===== src/rtl/datapath.sv =====
// ----------------------------------------------------------------------------
// datapath -- 16-bit register-file / shifter / ALU datapath
//
// Purpose:
//   Eight-entry register file (instance REGFILE, registers R0..R7) feeding
//   operand registers A and B, a one-bit shifter on B, operand muxes, a
//   four-function ALU, result register C and Z/N/V status flags.
//
// Optional feature:
//   DATAPATH_OVF_EN  defined   -> V_out is the registered signed overflow flag.
//                    undefined -> V_out is tied to 0 (Z_out/N_out unaffected).
//
// Ports:
//   clk           sole clock, rising edge
//   reset         asynchronous active-high reset (clears A, B, C, flags, R0..R7)
//   vsel[1:0]     writeback select: 00 mdata, 01 sximm8, 10 {8'b0,PC}, 11 C
//   mdata[15:0]   memory data writeback source
//   sximm8[15:0]  sign-extended 8-bit immediate writeback source
//   PC[7:0]       program counter writeback source (zero-extended)
//   sximm5[15:0]  sign-extended 5-bit immediate, B operand when bsel=1
//   writenum[2:0] register-file write index
//   readnum[2:0]  register-file read index
//   write         register-file write enable
//   loada, loadb  operand register load enables
//   shift[1:0]    00 pass, 01 LSL1, 10 LSR1, 11 ASR1
//   asel          1 forces Ain to zero
//   bsel          1 selects sximm5 instead of shifter output
//   ALUop[1:0]    00 add, 01 sub, 10 and, 11 not B
//   loadc, loads  result / status register load enables
//   datapath_out  contents of register C
//   Z_out, N_out, V_out  registered zero / negative / overflow flags
// ----------------------------------------------------------------------------

module regfile (
    input  logic        clk,
    input  logic        reset,
    input  logic        write,
    input  logic [2:0]  writenum,
    input  logic [2:0]  readnum,
    input  logic [15:0] data_in,
    output logic [15:0] data_out
);

    logic [15:0] R0, R1, R2, R3, R4, R5, R6, R7;

    // Registers are kept as individually named signals so that they can be
    // inspected as REGFILE.R0 .. REGFILE.R7 from outside.
    always_ff @(posedge clk or posedge reset) begin
        if (reset) begin
            R0 <= '0; R1 <= '0; R2 <= '0; R3 <= '0;
            R4 <= '0; R5 <= '0; R6 <= '0; R7 <= '0;
        end else if (write) begin
            case (writenum)
                3'd0: R0 <= data_in;
                3'd1: R1 <= data_in;
                3'd2: R2 <= data_in;
                3'd3: R3 <= data_in;
                3'd4: R4 <= data_in;
                3'd5: R5 <= data_in;
                3'd6: R6 <= data_in;
                default: R7 <= data_in;
            endcase
        end
    end

    // Combinational read; a write in the same cycle shows up after the edge.
    always_comb begin
        case (readnum)
            3'd0: data_out = R0;
            3'd1: data_out = R1;
            3'd2: data_out = R2;
            3'd3: data_out = R3;
            3'd4: data_out = R4;
            3'd5: data_out = R5;
            3'd6: data_out = R6;
            default: data_out = R7;
        endcase
    end

endmodule

module datapath (
    input  logic        clk,
    input  logic        reset,
    input  logic [1:0]  vsel,
    input  logic [15:0] mdata,
    input  logic [15:0] sximm8,
    input  logic [7:0]  PC,
    input  logic [15:0] sximm5,
    input  logic [2:0]  writenum,
    input  logic [2:0]  readnum,
    input  logic        write,
    input  logic        loada,
    input  logic        loadb,
    input  logic [1:0]  shift,
    input  logic        asel,
    input  logic        bsel,
    input  logic [1:0]  ALUop,
    input  logic        loadc,
    input  logic        loads,
    output logic [15:0] datapath_out,
    output logic        Z_out,
    output logic        N_out,
    output logic        V_out
);

    logic [15:0] data_in, data_out;
    logic [15:0] reg_a, reg_b, reg_c;
    logic [15:0] shifted, ain, bin, alu_out;

    always_comb begin
        case (vsel)
            2'b00:   data_in = mdata;
            2'b01:   data_in = sximm8;
            2'b10:   data_in = {8'b0, PC};
            default: data_in = reg_c;
        endcase
    end

    regfile REGFILE (
        .clk      (clk),
        .reset    (reset),
        .write    (write),
        .writenum (writenum),
        .readnum  (readnum),
        .data_in  (data_in),
        .data_out (data_out)
    );

    always_ff @(posedge clk or posedge reset) begin
        if (reset) begin
            reg_a <= '0;
            reg_b <= '0;
        end else begin
            if (loada) reg_a <= data_out;
            if (loadb) reg_b <= data_out;
        end
    end

    always_comb begin
        case (shift)
            2'b00:   shifted = reg_b;
            2'b01:   shifted = {reg_b[14:0], 1'b0};
            2'b10:   shifted = {1'b0, reg_b[15:1]};
            default: shifted = {reg_b[15], reg_b[15:1]};
        endcase
        ain = asel ? 16'd0 : reg_a;
        bin = bsel ? sximm5 : shifted;
        case (ALUop)
            2'b00:   alu_out = ain + bin;
            2'b01:   alu_out = ain - bin;
            2'b10:   alu_out = ain & bin;
            default: alu_out = ~bin;
        endcase
    end

    always_ff @(posedge clk or posedge reset) begin
        if (reset) begin
            reg_c <= '0;
            Z_out <= 1'b0;
            N_out <= 1'b0;
        end else begin
            if (loadc) reg_c <= alu_out;
            if (loads) begin
                Z_out <= (alu_out == 16'd0);
                N_out <= alu_out[15];
            end
        end
    end

    assign datapath_out = reg_c;

`ifdef DATAPATH_OVF_EN
    logic ovf, v_reg;

    // Add overflows when like-signed operands give a differently signed
    // result; subtract when unlike-signed operands flip the sign of Ain.
    always_comb begin
        case (ALUop)
            2'b00:   ovf = (ain[15] == bin[15]) && (alu_out[15] != ain[15]);
            2'b01:   ovf = (ain[15] != bin[15]) && (alu_out[15] != ain[15]);
            default: ovf = 1'b0;
        endcase
    end

    always_ff @(posedge clk or posedge reset) begin
        if (reset)      v_reg <= 1'b0;
        else if (loads) v_reg <= ovf;
    end

    assign V_out = v_reg;
`else
    assign V_out = 1'b0;
`endif

endmodule


===== config.mk =====
export PLATFORM = sky130hd
export DESIGN_NAME = datapath
export DESIGN_NICKNAME = d
export VERILOG_FILES = /design/src/rtl/datapath.sv
export SDC_FILE = /design/constraint.sdc
export NUM_CORES = 1
export LEC_CHECK = 0
export CORE_UTILIZATION = 30
export CTS_CLUSTER_DIAMETER = 80
export DETAILED_ROUTE_END_ITERATION = 6
export PLACE_DENSITY = 0.53
export SYNTH_ARGS = -nofsm -noshare
export SYNTH_HDL_FRONTEND = slang
export SYNTH_SLANG_ARGS = --single-unit
export TNS_END_PERCENT = 100

===== constraint.sdc =====
create_clock -name clk -period 5.5 [get_ports clk]
set_input_delay 1.1 -clock clk [delete_from_list [all_inputs] [get_ports clk]]
set_output_delay 1.1 -clock clk [all_outputs]
set_load 0.05 [all_outputs]

======== Yosys cells after proc, flatten, opt, wreduce, memory -nomap -nowiden ========
Cells that the tools add are included.
storage, ports and cells
  bits in registers ....................... 178
  input port bits ......................... 77
  output and inout port bits .............. 19
  word-level logic and storage cells ...... 57
operators by class
  add/sub/neg operators ................... 2
  equality and inequality tests ........... 18
  multiplexer cells ....................... 6
  bitwise logic cells ..................... 3
  reduce and logical (&&, ||, !) cells .... 15
operators with widths
  kind                                           count
  case mux 16 bit (3 select lines)               3
  case mux 16 bit (7 select lines)               1
  2-to-1 mux 16 bit                              2
  == test 3 bit, second input constant           6
  adder 16 bit                                   1
  bitwise AND 16 bit                             1
  zero test 16 bit                               1
  inverter 16 bit                                1
  AND reduction 2 bit                            8
  subtractor 16 bit                              1
  == test 3 x 2 -> 1 bit, second input constant  4
  OR reduction 7 bit                             1
  == test 2 x 1 -> 1 bit, second input constant  3
  == test 2 bit, second input constant           3
  == test 3 x 1 -> 1 bit, second input constant  2
  zero test 2 bit                                3
  zero test 3 bit                                2
  inverter 1 bit                                 1

======== Logic depth before layout (Yosys ltp) ========
  depth after elaboration ................. 6
  gate-level depth with buffers ........... 19
  gate-level depth less buffers ........... 17

======== Modules after synthesis ========
From an unflattened synthesis, not the netlist that was laid out.
unflattened totals
  cell total of the unflattened synthesis .. 933
  area, all modules ....................... 10486.3 um2
by module, submodules not included
  module    instances  cells an instance  area an instance (um2)  seq. area each (um2)
  regfile   1          443                6010.8                  3203.1
  datapath  1          490                4475.5                  1251.2

======== Worst setup path before layout ========
OpenSTA, ideal clock, no wires.
  path type ............................... input-to-reg
  from .................................... input port bsel
  to ...................................... register Z_out
  setup time .............................. 104 ps
  arrival time ............................ 4380 ps
  required time ........................... 5396 ps
  slack ................................... 1017 ps
  cell stages on the path ................. 17
  path buffers ............................ 2
  cells stage by stage .................... buf_6 -> nand2b_1 -> buf_6 -> o221a_4 -> nor4_4 -> and2_1 -> nor2_1 -> xnor2_1 -> ha_1 -> a21oi_1 -> nand2_1 -> o21ai_0 -> o31a_1 -> o21ai_0 -> o211a_1 -> a211o_1 -> o41ai_2
between the ends
  cells in the longest elaborated chain, start to end .. 4
  elaborated cells on any way between the ends .. 7
  those cells by class .................... add/sub (2); mux (2); bitwise (2); reduce/logical (1)
RTL lines
  item                                             RTL line  text
  from (decl)                                      97        input logic bsel,
  2-to-1 mux 16 bit *                              148       bin = bsel ? sximm5 : shifted;
  subtractor 16 bit, or another cell as far along  151       2'b01: alu_out = ain - bin;
  case mux 16 bit (3 select lines) *               149       case (ALUop)
  zero test 16 bit *                               165       Z_out <= (alu_out == 16'd0);
  to (signal assigned)                             165
  to (decl)                                        102       output logic Z_out,
Every way passes the cells marked *; elsewhere a longest branch is shown, timed or not.
A chain may end at the register's enable or synchronous reset.

======== Worst setup path after layout ========
  from .................................... input port shift[0]
  to ...................................... register Z_out
between the ends
  cells in the longest elaborated chain, start to end .. 6
  elaborated cells on any way between the ends .. 11
  those cells by class .................... add/sub (2); eq/ne (2); mux (3); bitwise (2); reduce/logical (2)
RTL lines
  item                                             RTL line  text
  from (decl)                                      95        input logic [1:0] shift,
  == test 2 bit, or another cell as far along      141       case (shift)
  case mux 16 bit (3 select lines) *               141
  2-to-1 mux 16 bit *                              148
  subtractor 16 bit, or another cell as far along  151
  case mux 16 bit (3 select lines) *               149
  zero test 16 bit *                               165
Marks and branches as above.

==> results.toml <==
[outcome]
outcome = "finished clean"

[place]
gp_congestion = 0.8850
io_buffers = 94
dp_hpwl_um = 20990
place_inst = 1510
postPlaceCellArea_um2 = 11640

[power]
p_int_mw = 3.038
switching_share_pct = 35.51
pwr_density_cell_nw_per_um2 = 384.4
power_switching_mw = 1.673
p_leak_nw = 5.109
vdd_drop_max_mv = 0.2392
pwr-share-comb_pct = 33.0
power.share.clock_pct = 26.5
seq_power_share_pct = 40.6

[cells_and_area]
finalNetCount = 1176
layout-drive-gt1-share_pct = 19.65
stdcell_area_um2 = 12260
diodes = 0
fillers = 3348
final_cell_count_no_fill = 1542
final_util_pct = 36.64
area_growth_pct = 20.69

[clock_network]
cts_resized = 0
cts.sinks = 178
path_clk_slew_ns = 0.08
cts_tree = "yes"
cts_buffers = 17
cts_buffer_depth = 2
insertion_delay_ns = 0.44
htreeDepth = 4
cts_root_buffer = "clkbuf_16"
postCtsHoldBufs = 0
post_cts_buffers = 0

[setup_path]
cp-start-kind = "input port"
crit_type = "input port to flop"
worstRegToRegCells = 15
critical_path.slowest_cell = "clkdlybuf4s50_1"
r2r_start = "reg_b[2]"
r2r_slack_ns = 1.41
cp.required_ns = 5.83
cp_slowest_stage_delay_ns = 0.62
end_kind = "flop"
critPathArrivalTime_ns = 5.42
crit_fanout = 16
crit_chain = "clkdlybuf4s50_1, buf_4, mux2i_1, a211oi_2, nor4_4, and2_1, nor2_1, xnor2_1, ha_1, buf_4, and2_1, a221o_1, a21oi_1, xnor2_1, mux2i_1, o2111ai_1, o41ai_2"
r2r-end = "Z_out"

[detailed_routing]
vias = 7840
post_drt_wl_per_cell_um = 18.94
drt-pass1-iter-count = 4
via_per_inst = 5.084
ant_nets = 0
drtIter0Drc = 535
drt_wl_total_um = 29210
drc = 0

[synth]
ys_seq_area_share_pct = 43.86
synthDistinctLibCells = 76
synth-seq-cells = 178
syn_area_um2 = 10150
synth_edf_count = 0
ys_async_sr_fraction_pct = 100.0
syn_nets = 1095
yosysWarnings = 0
synthCells = 1000
avgSynthCellArea_um2 = 10.15
ys.flop_type = "dfrtp_1"

[floorplanning]
top_level_ports = 96
core-area_um2 = 33450
rows = 67
die_x_um = 186.0
die_h_um = 186.0
start_util_pct = 30.36
dieArea_um2 = 34590

[sta]
layout_min_cycle_time_ns = 5.081
report.final.slew_viol_count = 0
fmax_ghz = 0.1968
clock_skew_ns = 0.01328
tightestPinTransition_ns = 0.9906
min_period_over_period_pct = 92.39
relSlewSlack_pct = 33.75
whs_ns = 0.4797
setup_violations = 0
finalSetupTns_ns = 0
final_hold_viol_count = 0
rsz0062_at_grt = "false"

[global_routing]
grt_pass1_wl_um = 45670
overflow = 0
first_global_vias = 7793
antenna_found_initial = 0
grt_max_degree = 150
grtUsageTotal_pct = 17.53

[job]
drv_cap = 0

[worst_hold_path]
hold_path_depth = 2
hold_start = "REGFILE.R6[12]"
whs_endpoint = "REGFILE.R6[12]"
hold_class = "flop to flop"
## synthesized netlist by cell type, types with 11 or more instances
cell type	n	area share, %
mux2i_1	41	4.0
a31oi_1	12	0.74
inv_1	14	0.52
mux4_2	12	2.7
mux2_2	114	13
xnor2_1	12	1.0
o21ai_0	70	3.5
ha_1	17	2.1
xor2_1	11	0.95
buf_1	11	0.41
nor2b_1	23	1.4
nand2b_1	16	0.99
clkbuf_1	45	1.7
nand3_1	12	0.59
nand2_1	79	2.9
nor2_1	97	3.6
a21oi_1	79	3.9
dfrtp_1	178	44
## registers in the layout (all words and copies together) (netlist names)
signal and flops:
REGFILE.R6 16, reg_b 16, REGFILE.R0 16, Z_out 1, REGFILE.R7 16, N_out 1
REGFILE.R2 16, reg_a 16, REGFILE.R4 16, REGFILE.R5 16, datapath_out 16, REGFILE.R3 16
REGFILE.R1 16
## area by class of cell
cell class | count | area, um^2 | share of cell area, %
multi-input cells | 741 | 5375 | 43.86
flip-flops and latches | 178 | 4454 | 36.35
repair buffers | 127 | 1186 | 9.678
well taps | 448 | 560.5 | 4.574
clock buffers | 17 | 425.4 | 3.471
clock inverters | 15 | 190.2 | 1.552
inverters | 16 | 63.81 | 0.5207
## cells by family (layout without fill, tap and decap cells)
logic type	count (synthesis)	count (layout)	synth area share [%]
simple gates	278	278	13.11
compound gates	253	253	15.82
flops	178	178	43.86
mux	168	168	19.49
buf+inv	81	175	3.401
xor+xnor	23	23	1.984
fa+ha+maj	18	18	2.292
other cells	1	1	0.03693
## worst max-delay path: cells and delay by family
kind	cells	cell delay, ns
buffers and inverters	3	1.08
xor gates and xnor gates	2	0.21
and+or+nand+nor	4	0.81
adders and majority gates	1	0.37
muxes	2	0.70
AOI/OAI and AO/OA	5	1.13
## power groups by stage
stage / logic, mW / registers [mW] / clock network [mW]
after global placement: 1.55 / 1.92 / 0
after detailed placement: 1.56 / 1.93 / 0
after CTS: 1.57 / 1.91 / 1.27
after floorplan: 0.974 / 2.00 / 0
final: 1.55 / 1.91 / 1.25
after global routing: 1.72 / 1.96 / 1.33
## layout by cell type (no fill, tap or decap), types with 9 or more instances in the layout
cell type	synthesis	layout
nand2_1	79	79
xor2_1	11	11
o21ai_0	70	70
mux2_2	114	114
buf_4	1	32
mux4_2	12	12
clkbuf_16	0	17
clkdlybuf4s50_1	0	91
inv_1	14	13
nor2b_1	23	23
o21a_1	9	9
nand3_1	12	12
a21oi_1	79	79
dfrtp_1	178	178
a211oi_1	9	9
a31oi_1	12	12
nor2_1	97	97
mux2i_1	41	41
ha_1	17	17
xnor2_1	12	12
nand2b_1	16	16
## how the worst max path moves through the flow
stage	startpoint	to	slack, ns	cells after the start
after floorplan	bsel	Z_out	1.02	17
after global placement	shift[0]	Z_out	0.04	17
after detailed placement	shift[0]	Z_out	-0.003	17
after CTS	shift[0]	Z_out	0.46	17
after global routing	shift[0]	Z_out	0.10	18
final	shift[0]	Z_out	0.42	17
## routing by layer
metal  GRT usage [%]  wire length (um)
met3           2.367               851
met2           29.31             14320
met5               0                 0
met1           23.54             13430
met4           5.049               603
## metrics by stage
| stage | total power [mW] | worst slack, ns |
|---|---|---|
| global placement | 3.474 | 0.04328 |
| global route | 5.007 | 0.1050 |
| floorplan | 2.969 | 1.017 |
| finish | 4.711 | 0.4186 |
| CTS | 4.753 | 0.4637 |
| detailed placement | 3.497 | -0.002840 |
Power figures use the tool's default switching activity.
